==> src/rtl/rv_pkg.sv <==
// Shared integer-register-file types: data/address widths and the queued write entry.
// No logic; latency and backpressure belong to the modules that use these types.
package rv_pkg;
    localparam int XLEN   = 32;
    localparam int REG_AW = 5;

    typedef struct packed {
        logic [REG_AW-1:0] rd;
        logic [XLEN-1:0]   data;
    } wb_entry_t;
endpackage

==> src/rtl/wb_queue.sv <==
// Circular write-back buffer with 2-push/1-pop per edge; entries exposed oldest-first for matching.
// One-edge latency from push to head; the caller must never push past DEPTH (no internal backpressure).
module wb_queue
    import rv_pkg::*;
#(
    parameter  int DEPTH = 4,
    localparam int CW    = $clog2(DEPTH) + 1
) (
    input  logic             clk,
    input  logic             reset,
    input  logic             push0_vld,
    input  wb_entry_t        push0_dat,
    input  logic             push1_vld,
    input  wb_entry_t        push1_dat,
    input  logic             pop,
    output logic [CW-1:0]    count_o,
    output wb_entry_t        head_dat,
    output wb_entry_t        age_dat [DEPTH],
    output logic [DEPTH-1:0] age_vld
);
    localparam int PW = $clog2(DEPTH);

    wb_entry_t        ent_q [DEPTH];
    wb_entry_t        ent_d [DEPTH];
    logic [DEPTH-1:0] vld_q, vld_d;
    logic [PW-1:0]    wr_ptr_q, wr_ptr_d;
    logic [PW-1:0]    rd_ptr_q, rd_ptr_d;
    logic [CW-1:0]    count_q, count_d;
    logic             pop_en;

    assign pop_en = pop && (count_q != '0);

    // push1 always lands directly behind push0 so acceptance order is preserved
    always_comb begin
        ent_d    = ent_q;
        vld_d    = vld_q;
        rd_ptr_d = rd_ptr_q;
        if (pop_en) begin
            vld_d[rd_ptr_q] = 1'b0;
            rd_ptr_d        = rd_ptr_q + PW'(1);
        end
        if (push0_vld) begin
            ent_d[wr_ptr_q] = push0_dat;
            vld_d[wr_ptr_q] = 1'b1;
        end
        if (push1_vld) begin
            ent_d[wr_ptr_q + PW'(1)] = push1_dat;
            vld_d[wr_ptr_q + PW'(1)] = 1'b1;
        end
        wr_ptr_d = wr_ptr_q + PW'(push0_vld) + PW'(push1_vld);
        count_d  = count_q + CW'(push0_vld) + CW'(push1_vld) - CW'(pop_en);
    end

    always_ff @(posedge clk or negedge reset) begin
        if (!reset) begin
            vld_q    <= '0;
            wr_ptr_q <= '0;
            rd_ptr_q <= '0;
            count_q  <= '0;
        end else begin
            vld_q    <= vld_d;
            wr_ptr_q <= wr_ptr_d;
            rd_ptr_q <= rd_ptr_d;
            count_q  <= count_d;
        end
    end

    always_ff @(posedge clk) begin
        ent_q <= ent_d;
    end

    always_comb begin
        for (int i = 0; i < DEPTH; i++) begin
            age_dat[i] = ent_q[rd_ptr_q + PW'(i)];
            age_vld[i] = vld_q[rd_ptr_q + PW'(i)];
        end
    end

    assign head_dat = ent_q[rd_ptr_q];
    assign count_o  = count_q;
endmodule

==> src/rtl/regfile_wb_queue.sv <==
// Queues ALU/load results and retires one per edge to the register-file write port; pend/fwd CAM for decode.
// Accept-to-wb_en latency one edge; readies depend only on registered occupancy (ALU needs 1 slot, load 2).
module regfile_wb_queue
    import rv_pkg::wb_entry_t;
#(
    parameter int XLEN  = rv_pkg::XLEN,
    parameter int AW    = rv_pkg::REG_AW,
    parameter int DEPTH = 4
) (
    input  logic            clk,
    input  logic            reset,
    input  logic            alu_valid,
    output logic            alu_ready,
    input  logic [AW-1:0]   alu_rd,
    input  logic [XLEN-1:0] alu_data,
    input  logic            ld_valid,
    output logic            ld_ready,
    input  logic [AW-1:0]   ld_rd,
    input  logic [XLEN-1:0] ld_data,
    output logic            wb_en,
    output logic [AW-1:0]   wb_addr,
    output logic [XLEN-1:0] wb_data,
    input  logic [AW-1:0]   rs1,
    input  logic [AW-1:0]   rs2,
    output logic            pend1,
    output logic            pend2,
    output logic [XLEN-1:0] fwd1,
    output logic [XLEN-1:0] fwd2
);
    localparam int CW = $clog2(DEPTH) + 1;

    logic [CW-1:0]    count;
    logic             alu_push, ld_push, pop;
    logic             push0_vld, push1_vld;
    wb_entry_t        alu_ent, ld_ent, push0_dat, head;
    wb_entry_t        age_dat [DEPTH];
    logic [DEPTH-1:0] age_vld;

    logic             wb_en_q, wb_en_d;
    logic [AW-1:0]    wb_addr_q, wb_addr_d;
    logic [XLEN-1:0]  wb_data_q, wb_data_d;

    logic [AW-1:0]    rs_sel [2];
    logic [1:0]       pend_v;
    logic [XLEN-1:0]  fwd_v [2];

    assign alu_ready = (count <= CW'(DEPTH - 1));
    assign ld_ready  = (count <= CW'(DEPTH - 2));

    // x0 writes are consumed by the handshake but never occupy a slot
    assign alu_push = alu_valid && alu_ready && (alu_rd != '0);
    assign ld_push  = ld_valid && ld_ready && (ld_rd != '0);

    assign alu_ent   = '{rd: alu_rd, data: alu_data};
    assign ld_ent    = '{rd: ld_rd, data: ld_data};
    assign push0_vld = alu_push || ld_push;
    assign push0_dat = alu_push ? alu_ent : ld_ent;
    assign push1_vld = alu_push && ld_push;
    assign pop       = (count != '0);

    wb_queue #(.DEPTH(DEPTH)) u_queue (
        .clk       (clk),
        .reset     (reset),
        .push0_vld (push0_vld),
        .push0_dat (push0_dat),
        .push1_vld (push1_vld),
        .push1_dat (ld_ent),
        .pop       (pop),
        .count_o   (count),
        .head_dat  (head),
        .age_dat   (age_dat),
        .age_vld   (age_vld)
    );

    always_comb begin
        wb_en_d   = pop;
        wb_addr_d = wb_addr_q;
        wb_data_d = wb_data_q;
        if (pop) begin
            wb_addr_d = head.rd;
            wb_data_d = head.data;
        end
    end

    always_ff @(posedge clk or negedge reset) begin
        if (!reset) begin
            wb_en_q   <= 1'b0;
            wb_addr_q <= '0;
            wb_data_q <= '0;
        end else begin
            wb_en_q   <= wb_en_d;
            wb_addr_q <= wb_addr_d;
            wb_data_q <= wb_data_d;
        end
    end

    assign rs_sel[0] = rs1;
    assign rs_sel[1] = rs2;

    // Scan oldest to youngest so the youngest match overrides; the wb stage is older than every queue entry
    always_comb begin
        for (int p = 0; p < 2; p++) begin
            pend_v[p] = 1'b0;
            fwd_v[p]  = '0;
            if (wb_en_q && (wb_addr_q == rs_sel[p])) begin
                pend_v[p] = 1'b1;
                fwd_v[p]  = wb_data_q;
            end
            for (int i = 0; i < DEPTH; i++) begin
                if (age_vld[i] && (age_dat[i].rd == rs_sel[p])) begin
                    pend_v[p] = 1'b1;
                    fwd_v[p]  = age_dat[i].data;
                end
            end
            if (rs_sel[p] == '0) begin
                pend_v[p] = 1'b0;
                fwd_v[p]  = '0;
            end
        end
    end

    assign pend1   = pend_v[0];
    assign pend2   = pend_v[1];
    assign fwd1    = fwd_v[0];
    assign fwd2    = fwd_v[1];
    assign wb_en   = wb_en_q;
    assign wb_addr = wb_addr_q;
    assign wb_data = wb_data_q;
endmodule

==> config.mk <==
export PLATFORM = sky130hd
export DESIGN_NAME = regfile_wb_queue
export DESIGN_NICKNAME = d
export VERILOG_FILES = /design/src/rtl/rv_pkg.sv /design/src/rtl/wb_queue.sv /design/src/rtl/regfile_wb_queue.sv
export SDC_FILE = /design/constraint.sdc
export NUM_CORES = 1
export LEC_CHECK = 0
export BUFFER_PORTS_ARGS = -buffer_cell sky130_fd_sc_hd__buf_2
export CAP_MARGIN = 20
export CELL_PAD_IN_SITES_DETAIL_PLACEMENT = 2
export CELL_PAD_IN_SITES_GLOBAL_PLACEMENT = 2
export CORE_ASPECT_RATIO = 2
export CORE_MARGIN = 2
export CORE_UTILIZATION = 37
export CTS_BUF_LIST = sky130_fd_sc_hd__clkbuf_8 sky130_fd_sc_hd__clkbuf_16
export DETAILED_ROUTE_END_ITERATION = 6
export PLACE_DENSITY = 0.84
export SYNTH_ARGS = -nofsm -noshare
export SYNTH_HDL_FRONTEND = slang
export SYNTH_HIERARCHICAL = 1
export SYNTH_SLANG_ARGS = --single-unit
==> constraint.sdc <==
create_clock -name clk -period 3.8 [get_ports clk]
set_input_delay 0 -clock clk [delete_from_list [all_inputs] [get_ports clk]]
set_output_delay 0 -clock clk [all_outputs]
set_load 0.02 [all_outputs]
**Word-level counts from Yosys, hierarchy flattened**

Index checks and enable logic that the tools add are counted.

- Bits in latches: 0
- Logic and storage cells: 151
- Memory bits (writable): 0
- Memory bits (read-only): 0
- Output and inout bits: 106
- Memories: 0
- Input bits: 88
- Register bits after elaboration: 197

- Multipliers: 0
- Shifts and indexed selects: 0
- Divide/modulo/power cells: 0
- Bitwise gates (word level): 10
- $lt $le $gt $ge: 19
- Mux-type cells: 62
- $add $sub $neg: 9
- Equal/unequal tests: 10
- Reductions and logical operators: 26

Operators with widths:

| kind | number |
|---|---|
| $mux 37 | 11 |
| $mux 32 | 12 |
| $bmux 37 s2 | 4 |
| $bwmux 148 | 2 |
| $mux 148 | 2 |
| $demux 37 s2 | 2 |
| $eq 5x5->1 | 10 |
| $logic_and 1x1->1 | 20 |
| $mux 1 | 19 |
| $ge 3x3->1 const B | 6 |
| $lt 2x3->1 const B | 6 |
| $not 2->3 | 6 |
| $mux 4 | 3 |
| $logic_not 5->1 | 2 |
| $reduce_bool 5->1 | 2 |
| $bmux 1 s2 | 4 |
| $or 4x4->4 | 2 |
| $add 3x1->3 | 2 |
| $demux 1 s2 | 3 |
| $ge 2x1->1 const B | 3 |
| $le 3x2->1 const B | 2 |
| $lt 3x1->1 const B | 2 |
| $add 2x1->2 | 2 |
| $add 2x1->2 const B | 2 |
| 6 further kinds | 7 |

**Depth between registers and ports, before layout**

Gate-level depths: netlist (run 1).

- Depth after elaboration: 11
- Gate-level depth with buffers: 17
- Depth with buffers taken out: 10

**Cells and area by module**

Netlist (run 1), hierarchy kept.

By module, submodules not included:

| module | cells each | area an instance (um^2) | seq. area each (um^2) | instances |
|---|---|---|---|---|
| wb_queue | 1086 | 10511.3 | 3238.1 | 1 |
| regfile_wb_queue | 589 | 5226.3 | 950.9 | 1 |

**Worst setup path before layout (run 1)**

OpenSTA, ideal clock, no wires.

- Path kind: flip-flop to output port
- Start: register u_queue.rd_ptr_q[0]
- End: output port fwd2[0]
- Data required time: 3.800 ns
- Setup slack: 0.093 ns
- Cell stages (with the launch flop): 17
- Data arrival time: 3.707 ns
- Buffers on the path: 8
- Cell sequence: dfrtp_1 -> buf_2 -> buf_6 -> buf_6 -> buf_4 -> inv_1 -> ha_1 -> buf_2 -> buf_2 -> buf_2 -> mux4_2 -> xor2_1 -> nor4_2 -> nand3_2 -> a21boi_4 -> buf_2 -> a211oi_2

RTL lines:

| item | RTL line | source |
|---|---|---|
| start: declaration | wb_queue.sv:27 | `logic [PW-1:0] rd_ptr_q, rd_ptr_d;` |
| start signal: assignment | wb_queue.sv:63 | `rd_ptr_q <= rd_ptr_d;` |
| end: declaration | regfile_wb_queue.sv:28 | `output logic [XLEN-1:0] fwd2` |

==> results by group, run 1 <==
Run status
  – Status: finished with violations
  – Failing checks: design-rule violations, negative setup slack

Floorplanning
  – Starting density of the core: 37.6%
  – Area of the core: 0.0419 sq mm
  – IO Count: 194
  – Die height: 296 um
  – Die Area: 0.0443 sq mm
  – Die X: 150 um
  – Placement Rows: 106

STA
  – Slew Limit Headroom: 28.0%
  – Unrepaired setup endpoints after global routing: true
  – Max Freq: 0.226 GHz
  – Number of slew-limit violations in the final report: 0
  – Final period utilization: 116%
  – Fin crit period: 4.42 ns
  – Worst Skew: 0.0195 ns
  – Final count of negative-setup-slack endpoints: 150
  – Smallest hold slack: 0.00116 ns
  – Transition time of the tightest slew-check pin: 1.08 ns
  – Final hold violation count: 0
  – Sum of negative setup slack: -19.09 ns
  – Post-route setup slack: -0.616 ns

Critical path
  – Element type at the critical path start: flop
  – Number of cells on the worst reg-to-reg path: 7
  – Ordered list of cells on the worst path: a21oi_1 > o211ai_1 > nand2_1 > nor3b_4 > buf_4 > nand2_1 > a31oi_1
  – Beginning of the worst register-to-register path: u_queue/count_o[2]
  – Worst setup EP type: flop
  – Critical register-to-register path endpoint: u_queue/ent_q[114]
  – Maximum fanout along the worst path: 37
  – Critical Path AT: 4.76 ns
  – Cell family contributing the most delay on the critical path: compound AO/OA/AOI/OAI gates
  – R2R Setup Slk: -0.62 ns
  – Number of stages on the worst setup path: 7
  – Crit path kind: flop to flop
  – Worst Path Buf+Inv: 1
  – Required time of the worst setup path: 4.14 ns
  – Slowest CP cell: nand2_1
  – Cell with the most instances on the worst path: nand2_1
  – Largest stage delay, worst path: 0.64 ns

Flow run
  – Max-cap viol count: 0

Logic synthesis
  – Synth area leaders: mux4_2 (22%), dfxtp_1 (19%), nand2_1 (8.4%), dfrtp_1 (7.8%), a31oi_1 (5.9%)
  – Flop and latch count out of synthesis: 197
  – Distinct cell type count after synthesis: 52
  – Share of the yosys chip area belonging to registers: 26.6%
  – Fraction of synthesized cell area taken by the top area cell type: 21.8%
  – Most used DFF post-synth: dfxtp_1
  – Count of flip-flops with a built-in enable after synthesis: 0
  – Fraction of registers with async set/reset: 24.9%
  – Total nets after synthesis: 1771
  – Post-Syn Instances: 1675
  – Total number of yosys warnings: 6
  – Synth Area per Inst: 9.40 sq um
  – Synthesized area: 0.0157 sq mm
  – Leading area contributor after synthesis: mux4_2

Hold path
  – WHS Path Cells: 4
  – Startpoint of the lowest-slack hold path: alu_data[11]
  – HP Class: input pin to flop
  – Endpoint with the worst hold slack: u_queue/ent_q[122]

Layout
  – Synthesis-to-layout area growth: 19.4%
  – Utilization of the core after routing: 44.8%
  – Number of nets in the layout: 1930
  – Ratio of cells with drive above 1 in the final layout: 35.0%

Placed design
  – HPWL after DPL: 51000 um
  – Gpl congestion: 0.875
  – Post-placement worst setup slack: 0.0259 ns
  – Number of port buffers: 193

Routing
  – Wire length reported by the detailed router: 97200 um
  – Post-detailed-route DRC marker count: 47
  – Count of vias placed by the detailed router: 18.3k
  – Number of iterations in the first detailed-routing pass: 7
  – Routed length per instance: 40.7 um
  – Violation count after the first detailed-routing iteration: 2623
  – ANT nets after route: 0
  – Ratio of routed vias to standard cells: 7.64

Pwr
  – Leak pwr: 7.45 nW
  – Power per unit of standard cell area: 1200 mW/mm^2
  – VDD IR max: 0.000723 V
  – Overall power: 22.5 mW

Clock tree
  – Depth of the CTS H-tree: 4
  – TritonCTS clock tree: yes
  – Clock Root Buffer: clkbuf_16
  – Sinks on the clock net: 197
  – Clock Pin Slew Worst Setup and Hold Paths: 0.09 ns
  – CTS buffer count: 17
  – Clock latency at the later pin of the worst-skew pair: 0.50 ns
  – Buffer depth of the longest clock path: 2

Global route
  – Total global routing track utilization: 38.8%
  – Aggregate global routing overflow: 0
  – Maximum number of pins on one net before global-route repair: 76
  – Global-route wire length before repair: 126000 um
  – Number of global-route vias before repair: 19.1k
  – Number of antenna violations at the first check in global routing: 2
-- placed cells by master, fill, tap and decap left out, types with 5 or more instances in the layout --
cell and n:
diode_2 5, a31oi_1 149, buf_4 102, dfrtp_1 47, mux4_2 152, mux2_2 69
nand3_1 6, buf_6 9, o221ai_1 26, xor2_1 23, xnor2_1 23, nor2_1 152
a22oi_1 33, a211oi_2 29, o22ai_1 31, buf_2 166, a222oi_1 62, xor2_2 7
buf_12 22, nand2b_1 31, dfxtp_1 148, clkbuf_16 21, dlygate4sd3_1 39, o21ai_1 10
o21ai_0 23, nand2_1 351, nor2_4 5, inv_1 11
-- cell families after synthesis --
group                    after synthesis  synth area share (%)
AO/OA/AOI/OAI                        389                  18.9
XOR/XNOR                              54                  3.01
adder cells (fa/ha/maj)                8                 0.779
buffers and inverters                221                  8.42
flip-flops                           197                  26.6
multiplexers                         221                  26.7
AND/OR/NAND/NOR                      585                  15.6
-- power by group --
group,total [mW],internal (mW),switching (mW)
sequential,4.95,3.17,1.78
combinational,15.6,6.33,9.25
clock,1.96,0.930,1.03
-- worst reg2reg max path, stage by stage (launching register included) --
cell and delay (ns):
dfrtp_1 0.58, a21oi_1 0.62, o211ai_1 0.59, nand2_1 0.65, nor3b_4 0.48, buf_4 0.64
nand2_1 0.21, a31oi_1 0.51
-- area by class of cell --
type / instances / area [sq um]
fillers: 4501 / 23100
multi-input cells: 1259 / 10500
flip-flops and latches: 197 / 4200
repair buffers: 348 / 2760
well taps: 540 / 676
clock buffers: 18 / 439
clock inverters: 14 / 128
inverters: 11 / 41.3
diodes: 5 / 12.5
-- registers in the layout (all words and copies together) (netlist names) --
signal            count
u_queue/vld_q         4
u_queue/ent_q       148
u_queue/rd_ptr_q      2
wb_en                 1
u_queue/wr_ptr_q      2
wb_data              32
wb_addr               5
u_queue/count_o       3
-- worst max-delay path by stage --
stage / start / endpoint / slack, ns
after floorplan: u_queue/rd_ptr_q[0] / fwd2[0] / 0.09
after global placement: u_queue/rd_ptr_q[0] / fwd1[13] / 0.18
after detailed placement: u_queue/rd_ptr_q[1] / fwd1[13] / 0.03
after CTS: u_queue/rd_ptr_q[0] / fwd1[13] / -0.03
after global routing: u_queue/count_o[2] / u_queue/ent_q[114] / -0.57
final: u_queue/count_o[2] / u_queue/ent_q[114] / -0.62
-- cells in the mapped netlist (all sizes together), types with 3 or more instances --
library cell	number
or4	3
nor2	156
fa	3
xnor2	24
a211oi	32
o221ai	31
ha	5
dfrtp	49
nor3	7
o21ai	38
nand3	11
mux2	69
nand3b	4
dfxtp	148
a22oi	33
nor4	6
xor2	30
mux4	152
buf	179
nand2	352
o22ai	31
and3	6
a31oi	149
clkbuf	31
nand2b	31
a222oi	62
inv	11
-- through the flow --
step                      std cells  area, sq um
final                          2392        18800
after global routing           2387        18800
after CTS                      2348        18200
after detailed placement       2261        16900
after global placement         2261        16900
after floorplan                1675        15700
-- per-layer routing --
metal	share of wire (%)	wire length [um]	track usage, %	vias up
li1	-	-	-	6662
met1	31	30100	38.5	8999
met2	47	45400	64.7	1808
met3	10	10000	10.0	798
met4	12	11800	36.6	0
met5	0	0	0	-
-- timing repair --
item,in CTS,in global routing
hold buffers,39,0
hold endpoints to repair,158,0
gates cloned,3,4
gates resized for setup,35,70
buffers inserted,13,34
endpoints found under the setup margin,66,65
pin swaps,14,36
(Power assumes the default switching activity.)
==> run 2, diff against run 1 <==
- CORE_UTILIZATION: 37 -> 34
- PLACE_DENSITY: 0.84 -> 0.81
- REMOVE_ABC_BUFFERS: not set -> 1
- clock period: 3.8 -> 3.7 ns (I/O delays scaled with it)
==> results by group, run 2 (synthesis gave the netlist of run 1 again) <==
Pwr
  – Leak pwr: 7.70 nW (was 7.45 nW)
  – Internal power: 11.0 mW (was 10.4 mW)
  – Net switching power: 12.1 mW (about the same)
  – Net switching share of the total power: 52.3% (was 53.6%)
  – VDD IR max: 0.000574 V (was 0.000723 V)
  – Power per unit of standard cell area: 1190 mW/mm^2 (was 1200 mW/mm^2)
  – Clock network power share: 8.5% (was 8.7%)
  – Combinational share of power: 70.1% (was 69.3%)
  – Fraction of power consumed by sequential logic: 21.4% (was 22.0%)

STA
  – Smallest hold slack: 0.0138 ns (was 0.00116 ns)
  – Final hold violation count: 0 (unchanged)
  – Number of slew-limit violations in the final report: 0 (unchanged)
  – Transition time of the tightest slew-check pin: 1.30 ns (was 1.08 ns)
  – Unrepaired setup endpoints after global routing: true (unchanged)
  – Final count of negative-setup-slack endpoints: 65 (was 150)
  – Post-route setup slack: -0.578 ns (was -0.616 ns)
  – Worst Skew: 0.0178 ns (was 0.0195 ns)
  – Fin crit period: 4.28 ns
  – Final period utilization: 116%
  – Max Freq: 0.234 GHz
  – Slew Limit Headroom: 13.4% (was 28.0%)

Critical path
  – Beginning of the worst register-to-register path: u_queue/count_o[2] (unchanged)
  – Critical register-to-register path endpoint: u_queue/ent_q[73] (was u_queue/ent_q[114])
  – Crit path kind: flop to primary output (was flop to flop)
  – R2R Setup Slk: 0.36 ns (was -0.62 ns)
  – Required time of the worst setup path: 3.70 ns (was 4.14 ns)
  – Maximum fanout along the worst path: 6 (was 37)
  – Critical Path AT: 4.28 ns (was 4.76 ns)
  – Worst setup EP type: primary output (was flop)
  – Element type at the critical path start: flop (unchanged)
  – Number of cells on the worst reg-to-reg path: 9 (was 7)

Routing
  – Met3 WL post-DR: 9130 um (was 10000 um)
  – Routed length per instance: 39.3 um (was 40.7 um)
  – Met1 wire length: 30600 um (was 30100 um)
  – Highest Signal Layer: met5 (was met4)
  – Ratio of routed vias to standard cells: 7.40 (was 7.64)
  – ANT nets after route: 0 (unchanged)
  – Post-detailed-route DRC marker count: 8 (was 47)
  – Count of vias placed by the detailed router: 17.9k (was 18.3k)
  – Wire length reported by the detailed router: 95300 um (was 97200 um)
  – Routed length on met2: 45500 um (was 45400 um)
  – Number of iterations in the first detailed-routing pass: 7 (unchanged)
  – Violation count after the first detailed-routing iteration: 2662 (was 2623)

Hold path
  – WHS Path Cells: 4 (unchanged)
  – Endpoint with the worst hold slack: u_queue/ent_q[51] (was u_queue/ent_q[122])
  – HP Class: input pin to flop (unchanged)
  – Startpoint of the lowest-slack hold path: alu_data[14] (was alu_data[11])

Floorplanning
  – Placement Rows: 111 (was 106)
  – Die X: 156 um (was 150 um)
  – Die Area: 0.0481 sq mm (was 0.0443 sq mm)
  – Die height: 308 um (was 296 um)
  – Area of the core: 0.0458 sq mm (was 0.0419 sq mm)
  – IO Count: 194 (unchanged)
  – Starting density of the core: 34.3% (was 37.6%)

Layout
  – Utilization of the core after routing: 42.5% (was 44.8%)
  – Ratio of cells with drive above 1 in the final layout: 36.5% (was 35.0%)
  – Most common cell after layout, fill and taps aside: nand2_1 (unchanged)
  – Number of nets in the layout: 1942 (was 1930)
  – Largest Register: u_queue/ent_q (unchanged)
  – Largest register FFs: 148 (unchanged)
  – Cell Count, Final, Fillers Out: 2424 (was 2392)
  – Synthesis-to-layout area growth: 23.8% (was 19.4%)
  – Antenna fix cells: 0 (was 5)
  – Commonest cells after routing, fill and taps aside: nand2_1 (350), nor2_1 (152), mux4_2 (152) (was nand2_1 (351), buf_2 (166), nor2_1 (152), mux4_2 (152), a31oi_1 (149))

Clock tree
  – TritonCTS clock tree: yes (unchanged)
  – Clock latency at the later pin of the worst-skew pair: 0.51 ns (was 0.50 ns)
  – Buffer depth of the longest clock path: 2 (unchanged)
  – Depth of the CTS H-tree: 4 (unchanged)
  – Clock Pin Slew Worst Setup and Hold Paths: 0.09 ns (about the same)
  – CTS buffer count: 17 (unchanged)
  – Clock Root Buffer: clkbuf_16 (unchanged)
  – Sinks on the clock net: 197 (unchanged)

Global route
  – Number of global-route vias before repair: 18.3k (was 19.1k)
  – Global-route wire length before repair: 114000 um (was 126000 um)
  – Maximum number of pins on one net before global-route repair: 89 (was 76)
  – Aggregate global routing overflow: 0 (unchanged)
  – Total global routing track utilization: 32.1% (was 38.8%)
  – Number of antenna violations at the first check in global routing: 4 (was 2)

Placed design
  – Number of port buffers: 193 (unchanged)
  – HPWL after DPL: 48400 um (was 51000 um)
  – Gpl congestion: 0.887 (was 0.875)
  – Placed Cells incl. Taps: 2275 (was 2261)

Run status
  – Status: finished with violations (unchanged)
  – Failing checks: design-rule violations, negative setup slack (unchanged)

Flow run
  – Max-cap viol count: 0 (unchanged)
run 2: changes by cell type in the layout (fill, tap and decap cells not counted), sizes merged:
cell         delta
bufinv          -1
clkbuf         +10
dlygate4sd3     +4
diode           -5
bufbuf          +2
nor2            -2
clkinv          -3
clkinvlp        +2
run 2: layer usage:
metal / GRT usage, % / up-vias
li1: - / 6671
met1: 32.3 / 9012
met2: 56.1 / 1575
met3: 6.34 / 667
met4: 27.8 / 4
met5: 0 / -
run 2: worst max path at each step:
| stage | start | to | slack (ns) | cells past startpoint |
|---|---|---|---|---|
| final | u_queue/rd_ptr_q[0] | fwd1[12] | -0.58 | 10 |
| after global routing | u_queue/rd_ptr_q[0] | fwd1[12] | -0.63 | 10 |
| after CTS | u_queue/rd_ptr_q[0] | fwd1[12] | -0.006 | 10 |
| after detailed placement | u_queue/rd_ptr_q[0] | fwd2[2] | 0.13 | 10 |
| after global placement | u_queue/rd_ptr_q[0] | fwd1[12] | 0.24 | 10 |
| after floorplan | u_queue/rd_ptr_q[0] | fwd2[31] | -7.11 | 9 |
run 2: layout make-up:
cell class,instances,area (sq um)
fillers,4799,26400
multi-input cells,1257,10700
flip-flops and latches,197,4200
repair buffers,362,3300
well taps,565,707
clock buffers,20,467
clock inverters,12,93.8
inverters,11,41.3
run 2: repair_timing:
action | CTS | global route
pin swaps | 12 | 50
endpoints found under the setup margin | 66 | 67
endpoints found under the hold margin | 181 | 10
buffers inserted | 10 | 45
hold buffers | 42 | 1
gates cloned | 3 | 14
resized for setup | 25 | 129
run 2: critical path: stages, from the launching register on:
cell      delay (ns)
dfrtp_4         0.46
buf_12          0.14
mux4_2          0.54
xor2_1          0.18
nor4_2          0.42
and3_4          0.29
nor2_4          0.05
buf_12          0.15
a222oi_1        1.01
a22oi_1         0.27
buf_4           0.25
run 2: power by group through the flow:
stage | Combinational (mW) | Clock [mW] | Sequential (mW)
after floorplan | 8.11 | 0 | 4.74
after global placement | 12.5 | 0 | 4.51
after detailed placement | 13.1 | 0 | 4.68
after CTS | 13.6 | 1.93 | 4.67
after global routing | 16.6 | 2.05 | 4.99
final | 16.2 | 1.97 | 4.93
run 2: through the flow:
stage	power [mW]	setup WS (ns)	area, sq um	setup TNS, ns
floorplan	12.9	-7.11	14500	-669.40
global placement	17.0	0.240	16900	0
detailed placement	17.8	0.126	16900	0
CTS	20.2	-0.00552	18200	-0.00552
global route	23.7	-0.631	19500	-14.00
finish	23.1	-0.578	19500	-9.17
